--- src/rtl/uart_rx.sv ---
// UART receiver: 8N1 deframer (LSB first) with a one-entry valid/ready buffer and error pulses.
// Define UART_RX_PARITY_EN for 8E1 framing and the parity_err pulse output.
module uart_rx #(
    parameter int unsigned CLKS_PER_BIT = 104,
    parameter int unsigned SYNC_STAGES  = 2
) (
    input  logic       clk,
    input  logic       rst,
    input  logic       uart_rxd,
    output logic [7:0] recv_data,
    output logic       recv_valid,
    input  logic       recv_ready,
    output logic       frame_err,
    output logic       overrun,
`ifdef UART_RX_PARITY_EN
    output logic       parity_err,
`endif
    output logic       busy
);

    localparam int unsigned CNT_W = (CLKS_PER_BIT > 1) ? $clog2(CLKS_PER_BIT) : 1;
    localparam logic [CNT_W-1:0] CNT_LAST = CNT_W'(CLKS_PER_BIT - 1);
    localparam logic [CNT_W-1:0] CNT_HALF = CNT_W'(CLKS_PER_BIT / 2 - 1);

    typedef enum logic [2:0] {
        IDLE,
        START,
        DATA,
`ifdef UART_RX_PARITY_EN
        PARITY,
`endif
        STOP,
        WAIT_IDLE
    } state_t;

    state_t                 state_q, state_d;
    logic [SYNC_STAGES-1:0] sync_q, sync_d;
    logic [CNT_W-1:0]       cnt_q, cnt_d;
    logic [2:0]             bit_idx_q, bit_idx_d;
    logic [7:0]             shift_q, shift_d;
    logic                   done_q, done_d;
    logic                   frame_err_q, frame_err_d;
    logic                   overrun_q, overrun_d;
    logic [7:0]             recv_data_q, recv_data_d;
    logic                   recv_valid_q, recv_valid_d;
    logic                   busy_q, busy_d;
`ifdef UART_RX_PARITY_EN
    logic                   par_bad_q, par_bad_d;
    logic                   parity_err_q, parity_err_d;
`endif

    logic rxs;
    assign rxs = sync_q[SYNC_STAGES-1];

    // Deframing FSM; all sampling decisions use the synchronized line only.
    always_comb begin
        sync_d       = {sync_q[SYNC_STAGES-2:0], uart_rxd};
        state_d      = state_q;
        cnt_d        = cnt_q;
        bit_idx_d    = bit_idx_q;
        shift_d      = shift_q;
        done_d       = 1'b0;
        frame_err_d  = 1'b0;
`ifdef UART_RX_PARITY_EN
        par_bad_d    = par_bad_q;
        parity_err_d = 1'b0;
`endif

        case (state_q)
            IDLE: begin
                if (!rxs) begin
                    state_d = START;
                    cnt_d   = '0;
                end
            end
            START: begin
                if (cnt_q == CNT_HALF) begin
                    cnt_d = '0;
                    if (rxs) begin
                        state_d = IDLE;
                    end else begin
                        state_d   = DATA;
                        bit_idx_d = '0;
`ifdef UART_RX_PARITY_EN
                        par_bad_d = 1'b0;
`endif
                    end
                end else begin
                    cnt_d = cnt_q + CNT_W'(1);
                end
            end
            DATA: begin
                if (cnt_q == CNT_LAST) begin
                    cnt_d     = '0;
                    shift_d   = {rxs, shift_q[7:1]};
                    bit_idx_d = bit_idx_q + 3'd1;
                    if (bit_idx_q == 3'd7) begin
`ifdef UART_RX_PARITY_EN
                        state_d = PARITY;
`else
                        state_d = STOP;
`endif
                    end
                end else begin
                    cnt_d = cnt_q + CNT_W'(1);
                end
            end
`ifdef UART_RX_PARITY_EN
            PARITY: begin
                if (cnt_q == CNT_LAST) begin
                    cnt_d   = '0;
                    state_d = STOP;
                    if (rxs != ^shift_q) begin
                        par_bad_d    = 1'b1;
                        parity_err_d = 1'b1;
                    end
                end else begin
                    cnt_d = cnt_q + CNT_W'(1);
                end
            end
`endif
            STOP: begin
                if (cnt_q == CNT_LAST) begin
                    cnt_d = '0;
                    if (rxs) begin
                        state_d = IDLE;
`ifdef UART_RX_PARITY_EN
                        done_d  = !par_bad_q;
`else
                        done_d  = 1'b1;
`endif
                    end else begin
                        state_d     = WAIT_IDLE;
                        frame_err_d = 1'b1;
                    end
                end else begin
                    cnt_d = cnt_q + CNT_W'(1);
                end
            end
            WAIT_IDLE: begin
                // A held-low line (break) parks here without further error pulses.
                if (rxs) begin
                    state_d = IDLE;
                end
            end
            default: begin
                state_d = IDLE;
            end
        endcase

        busy_d = (state_d != IDLE);
    end

    // One-entry output buffer; a completed byte loads the cycle after the stop sample.
    always_comb begin
        recv_data_d  = recv_data_q;
        recv_valid_d = recv_valid_q;
        overrun_d    = 1'b0;

        if (recv_valid_q && recv_ready) begin
            recv_valid_d = 1'b0;
        end
        if (done_q) begin
            if (!recv_valid_q || recv_ready) begin
                recv_data_d  = shift_q;
                recv_valid_d = 1'b1;
            end else begin
                overrun_d = 1'b1;
            end
        end
    end

    always_ff @(posedge clk or posedge rst) begin
        if (rst) begin
            state_q      <= IDLE;
            sync_q       <= '1;
            cnt_q        <= '0;
            bit_idx_q    <= '0;
            shift_q      <= '0;
            done_q       <= 1'b0;
            frame_err_q  <= 1'b0;
            overrun_q    <= 1'b0;
            recv_data_q  <= 8'h00;
            recv_valid_q <= 1'b0;
            busy_q       <= 1'b0;
`ifdef UART_RX_PARITY_EN
            par_bad_q    <= 1'b0;
            parity_err_q <= 1'b0;
`endif
        end else begin
            state_q      <= state_d;
            sync_q       <= sync_d;
            cnt_q        <= cnt_d;
            bit_idx_q    <= bit_idx_d;
            shift_q      <= shift_d;
            done_q       <= done_d;
            frame_err_q  <= frame_err_d;
            overrun_q    <= overrun_d;
            recv_data_q  <= recv_data_d;
            recv_valid_q <= recv_valid_d;
            busy_q       <= busy_d;
`ifdef UART_RX_PARITY_EN
            par_bad_q    <= par_bad_d;
            parity_err_q <= parity_err_d;
`endif
        end
    end

    assign recv_data  = recv_data_q;
    assign recv_valid = recv_valid_q;
    assign frame_err  = frame_err_q;
    assign overrun    = overrun_q;
    assign busy       = busy_q;
`ifdef UART_RX_PARITY_EN
    assign parity_err = parity_err_q;
`endif

endmodule
--- config.mk ---
export PLATFORM = sky130hd
export DESIGN_NAME = uart_rx
export DESIGN_NICKNAME = d
export VERILOG_FILES = /design/src/rtl/uart_rx.sv
export SDC_FILE = /design/constraint.sdc
export NUM_CORES = 1
export LEC_CHECK = 0
export BUFFER_PORTS_ARGS = -buffer_cell sky130_fd_sc_hd__buf_2
export CORE_ASPECT_RATIO = 1.75
export CORE_UTILIZATION = 50
export CTS_CLUSTER_SIZE = 10
export DETAILED_ROUTE_END_ITERATION = 7
export PLACE_DENSITY_LB_ADDON = 0.3
export SKIP_LAST_GASP = 1
export SYNTH_ARGS = -nofsm -noshare
export SYNTH_HDL_FRONTEND = slang
export SYNTH_SLANG_ARGS = --single-unit
--- constraint.sdc ---
create_clock -name clk -period 2.05 [get_ports clk]
set_input_delay 0.205 -clock clk [delete_from_list [all_inputs] [get_ports clk]]
set_output_delay 0.205 -clock clk [all_outputs]
set_load 0.01 [all_outputs]
# Word-level counts from Yosys, hierarchy flattened
# Cells that the tools add are included.
[totals] reg_bits=36 in_bits=4 output_inout_bits=12 word_cells=64
[op_classes] add_sub_neg=2 eq_ne=11 n_mux=28 reduce_logical=12
[op_table] operator="$mux 3" count=10
[op_table] operator="$mux 7" count=3
[op_table] operator="$pmux 7 s3" count=1
[op_table] operator="$pmux 3 s5" count=1
[op_table] operator="$mux 1" count=11
[op_table] operator="$ne 2x2->1 const B" count=4
[op_table] operator="$add 7x1->7 const B" count=1
[op_table] operator="$eq 7x6->1 const B" count=1
[op_table] operator="$eq 7x7->1 const B" count=1
[op_table] operator="$eq 3x2->1 const B" count=2
[op_table] operator="$eq 3x3->1 const B" count=2
[op_table] operator="$pmux 3 s2" count=1
[op_table] operator="$reduce_and 2->1" count=3
[op_table] operator="$reduce_bool 3->1" count=2
[op_table] operator="$reduce_and 4->1" count=1
[op_table] operator="$add 3x1->3 const B" count=1
[op_table] operator="$eq 3x1->1 const B" count=1
[op_table] operator="$logic_not 3->1" count=1
[op_table] operator="$mux 2" count=1
[op_table] operator="$reduce_bool 2->1" count=1
[op_table] operator="$reduce_or 2->1" count=1
[op_table] operator="$logic_and 1x1->1" count=1
[op_table] operator="$logic_not 1->1" count=1
[op_table] operator="$logic_or 1x1->1" count=1

# Longest topological paths before layout
[logic_depth] word_depth=5 ltp_mapped=6 depth_no_buf=5

# Worst setup path after synthesis
# No wires, ideal clock.
[synth_timing] path_type="flip-flop to flip-flop" from="register cnt_q[0]" to="register busy_q (netlist: busy)" setup_time_ps=139 arrival_ps=1858 t_required_ps=1911 setup_slack_ps=53 path_stages_with_launch=7 n_path_buf=1 synth_period_minus_slack_ps=1997 path_cell_list="dfrtp_1 > ha_1 > and3b_1 > buf_6 > and4_1 > a311o_1 > or4b_1"
[synth_between] elab_chain_cells=4 word_cells_on_any_way=7 cone_classes="eq/ne: 2; mux: 4; reduce/logical: 1"
[synth_lines] element="from (decl)" line_no="38" source="logic [CNT_W-1:0] cnt_q, cnt_d;"
[synth_lines] element="from (signal assigned)" line_no="193" source="cnt_q <= cnt_d;"
[synth_lines] element="$eq 7x7->1 / $eq 7x6->1 (equally long branches)" line_no="93, 123, 77"
[synth_lines] element="$mux 3, on equally long branches" line_no="123, 77, 93"
[synth_lines] element="$pmux 3 s5 *" line_no="69" source="case (state_q)"
[synth_lines] element="via state_d[0]" line_no="36" source="state_t state_q, state_d;"
[synth_lines] element="$reduce_bool 3->1 *" line_no="151" source="busy_d = (state_d != IDLE);"
[synth_lines] element="via busy_d" line_no="46" source="logic busy_q, busy_d;"
[synth_lines] element="to (signal assigned)" line_no="201" source="busy_q <= busy_d;"
[synth_lines] element="to (decl)" line_no="46"
# The timed path passes the listed nets; every way through them passes the cells marked *.
# A chain may end at the register's enable or synchronous reset.

# Worst setup path in the final report
[layout_timing] from="register cnt_q[1]" to="register busy_q (netlist: busy)"
# Same word-level chain as after synthesis.

==> impl_metrics.py <==
metrics = {
    "pwr": {
        "peakVddDrop_mv": 0.626,
        "cellPowerDensity_mw_per_mm2": 666,
        "leakage_uw": 0.000940,
    },
    "global_routing": {
        "grt_util_all_layers_pct": 20.1,
        "first_global_vias": 1146,
        "antenna_found_initial": 0,
        "grt_overflow_total": 0,
        "grt_pass1_wl_mm": 4.93,
        "grt_max_degree": 37,
    },
    "layout": {
        "final_common_cell": "dfrtp_1",
        "syn2layout_area_growth_pct": 17.0,
        "drive_above_1_share_pct": 34.4,
        "diodes": 0,
        "finalInstanceArea_mm2": 0.00189,
        "layout_common_cells": "dfrtp_1 (34), mux2_2 (17), buf_2 (15), nor2_1 (12)",
        "nets": 167,
        "final_cells": 203,
    },
    "routing": {
        "drt_first_pass_iters": 4,
        "vias_per_cell": 5.49,
        "drt_iter0_drc": 29,
        "drc": 0,
        "ant_nets": 0,
        "wirelength_mm": 2.86,
        "vias": 1115,
        "avgRoutedWirePerCell_um": 14.1,
    },
    "synthesis": {
        "synth-seq-cells": 36,
        "synth.area.top_cells": "dfrtp_1 (53%), mux2_2 (12%), dfstp_2 (3.3%)",
        "async_reset_ff_share_pct": 100,
        "ys_seq_area_share_pct": 55.9,
        "synth_fp_nets": 142,
        "synth-main-ff-cell": "dfrtp_1",
        "yosys.area.top_type_share_pct": 52.6,
        "synth_cell_type_count": 38,
        "synth.avg_cell_area_um2": 12.0,
        "synthCells": 135,
        "yosysTopAreaCell": "dfrtp_1",
        "synth_area_mm2": 0.00162,
        "synth_edf_count": 0,
        "yosys_warnings": 0,
    },
    "critical_path": {
        "worstSetupPathType": "flop to flop",
        "cp-start-kind": "flop",
        "cp_num_buf_inv": 0,
        "arrival_ps": 2150,
        "slowest_stage": "or4b_1",
        "reg2regPathDepth": 5,
        "cp-end-kind": "flop",
        "cp_top_family": "simple AND/OR/NAND/NOR gates",
        "path_cells": "ha_4, and3b_2, and4_1, a311o_1, or4b_1",
        "worstPathRequired_ps": 2200,
        "cp.depth": 5,
        "crit_fanout": 5,
        "max_stage_delay_ps": 470,
    },
    "status": {
        "status": "finished, final reports clean",
    },
    "floorplan": {
        "die_h_um": 77.2,
        "rows": 27,
        "dieArea_mm2": 0.00347,
        "core-area_mm2": 0.00311,
        "die_w_um": 45.0,
        "initial_utilization_pct": 52.0,
        "io_pins": 16,
    },
    "cts": {
        "clock_latency_ps": 280,
        "cts_max_level": 2,
        "clockRootBuffer": "clkbuf_8",
        "cts_tree": "built",
        "clock_path_buffers": 2,
        "postCtsHoldBufs": 0,
        "cts_sinks": 36,
        "worst_setup_hold_path_clk_slew_ps": 60,
        "cts-buffers-inserted": 5,
    },
    "timing": {
        "rsz0062_at_grt": "no",
        "finalCriticalPeriod_ps": 1990,
        "hold_viol": 0,
        "period_share_pct": 97.2,
        "setup_viol": 0,
        "slew_headroom_pct": 60.3,
        "fmax_mhz": 502,
        "final.setup.tns_ps": 0,
        "worstMarginPinSlew_ps": 592,
        "maxSlewViolCount": 0,
        "skew_ps": 2.63,
    },
    "place": {
        "dpl_cell_area_mm2": 0.00177,
        "dp_hpwl_mm": 2.07,
        "place_congestion": 0.842,
        "io_buffers": 15,
        "dp.cells": 194,
    },
    "run": {
        "maxCapViolCount": 0,
    },
    "worst_hold_path": {
        "hold_class": "input port to async pin",
    },
}
[timing repair]
item / CTS / global route
buffers inserted: 0 / 2
gates resized for setup: 0 / 3
hold endpoints to repair: 0 / 0
setup endpoints to repair: 0 / 1
[synthesized netlist by cell type (2+ instances only)]
cell      count
nor2_1       12
dfstp_2       2
ha_1          3
mux2i_1       3
xnor2_1       4
nand2b_1      3
nand4b_1      3
nor3b_1       3
mux2_2       17
nor2b_1       2
a211oi_1      2
nor3_1        2
and3b_1       2
nand2_1       9
nand3_1       2
a21oi_1       4
inv_1         5
clkbuf_1      4
dfrtp_1      34
[power breakdown]
| part | leakage [µW] | switching (µW) | internal [µW] |
|---|---|---|---|
| Sequential | 0.000476 | 2.83 | 714 |
| Combinational | 0.000414 | 13.6 | 4.81 |
| Clock | 0.0000503 | 226 | 299 |
[final cells by class]
cell class,count,area [µm²]
fill,278,1220
sequential,36,903
tap,43,53.8
timing repair buffer,24,143
multi-input combinational,88,677
inverter,5,18.8
clock buffer,7,96.3
[routing by layer]
layer	part of all wire, %	GRT usage [%]	vias up
met5	0	0	-
met4	2.8	13.6	0
met3	3.4	6.59	6
met2	59	35.4	28
met1	35	17.8	561
li1	-	-	520
[cell families after synthesis]
kind of cell	after synthesis	synth area share (%)
fa+ha+maj	3	2.32
xor+xnor	4	2.17
simple gates	46	16.3
buf+inv	11	3.10
flops	36	55.9
compound gates	15	6.50
mux	20	13.7
[worst reg2reg max path, cell delays in order (launching register included)]
cell     delay, ps
dfrtp_1        430
ha_4           200
and3b_2        240
and4_1         190
a311o_1        340
or4b_1         470
[worst paths after layout]
kind,from,to,slack (ps)
max reg2reg,cnt_q[1],busy,60
max in group asynchronous,rst,sync_q[1],1720
min in group clk,uart_rxd,sync_q[0],20
min,rst,state_q[1],4
max,cnt_q[1],busy,60
min reg2reg,sync_q[0],sync_q[1],360
[flip-flops by register name, indices dropped and copies added (netlist names)]
name / cells
recv_data: 8
shift_q: 8
cnt_q: 7
bit_idx_q: 3
state_q: 3
sync_q: 2
busy: 1
done_q: 1
frame_err: 1
overrun: 1
recv_valid: 1
[per-stage QoR]
stage / hold slack [ps] / worst slack [ps] / utilization, % / total power (µW)
final: 3.93 / 58.4 / 60.9 / 1260
after floorplan: 209 / 53.1 / - / 741
after global placement: 310 / 82.0 / 56.8 / 749
after CTS: 4.67 / 29.8 / 59.9 / 1290
after global routing: 2.59 / 2.77 / 60.9 / 1320
after detailed placement: 312 / 43.8 / 56.8 / 750
Power figures use the tool's default switching activity.
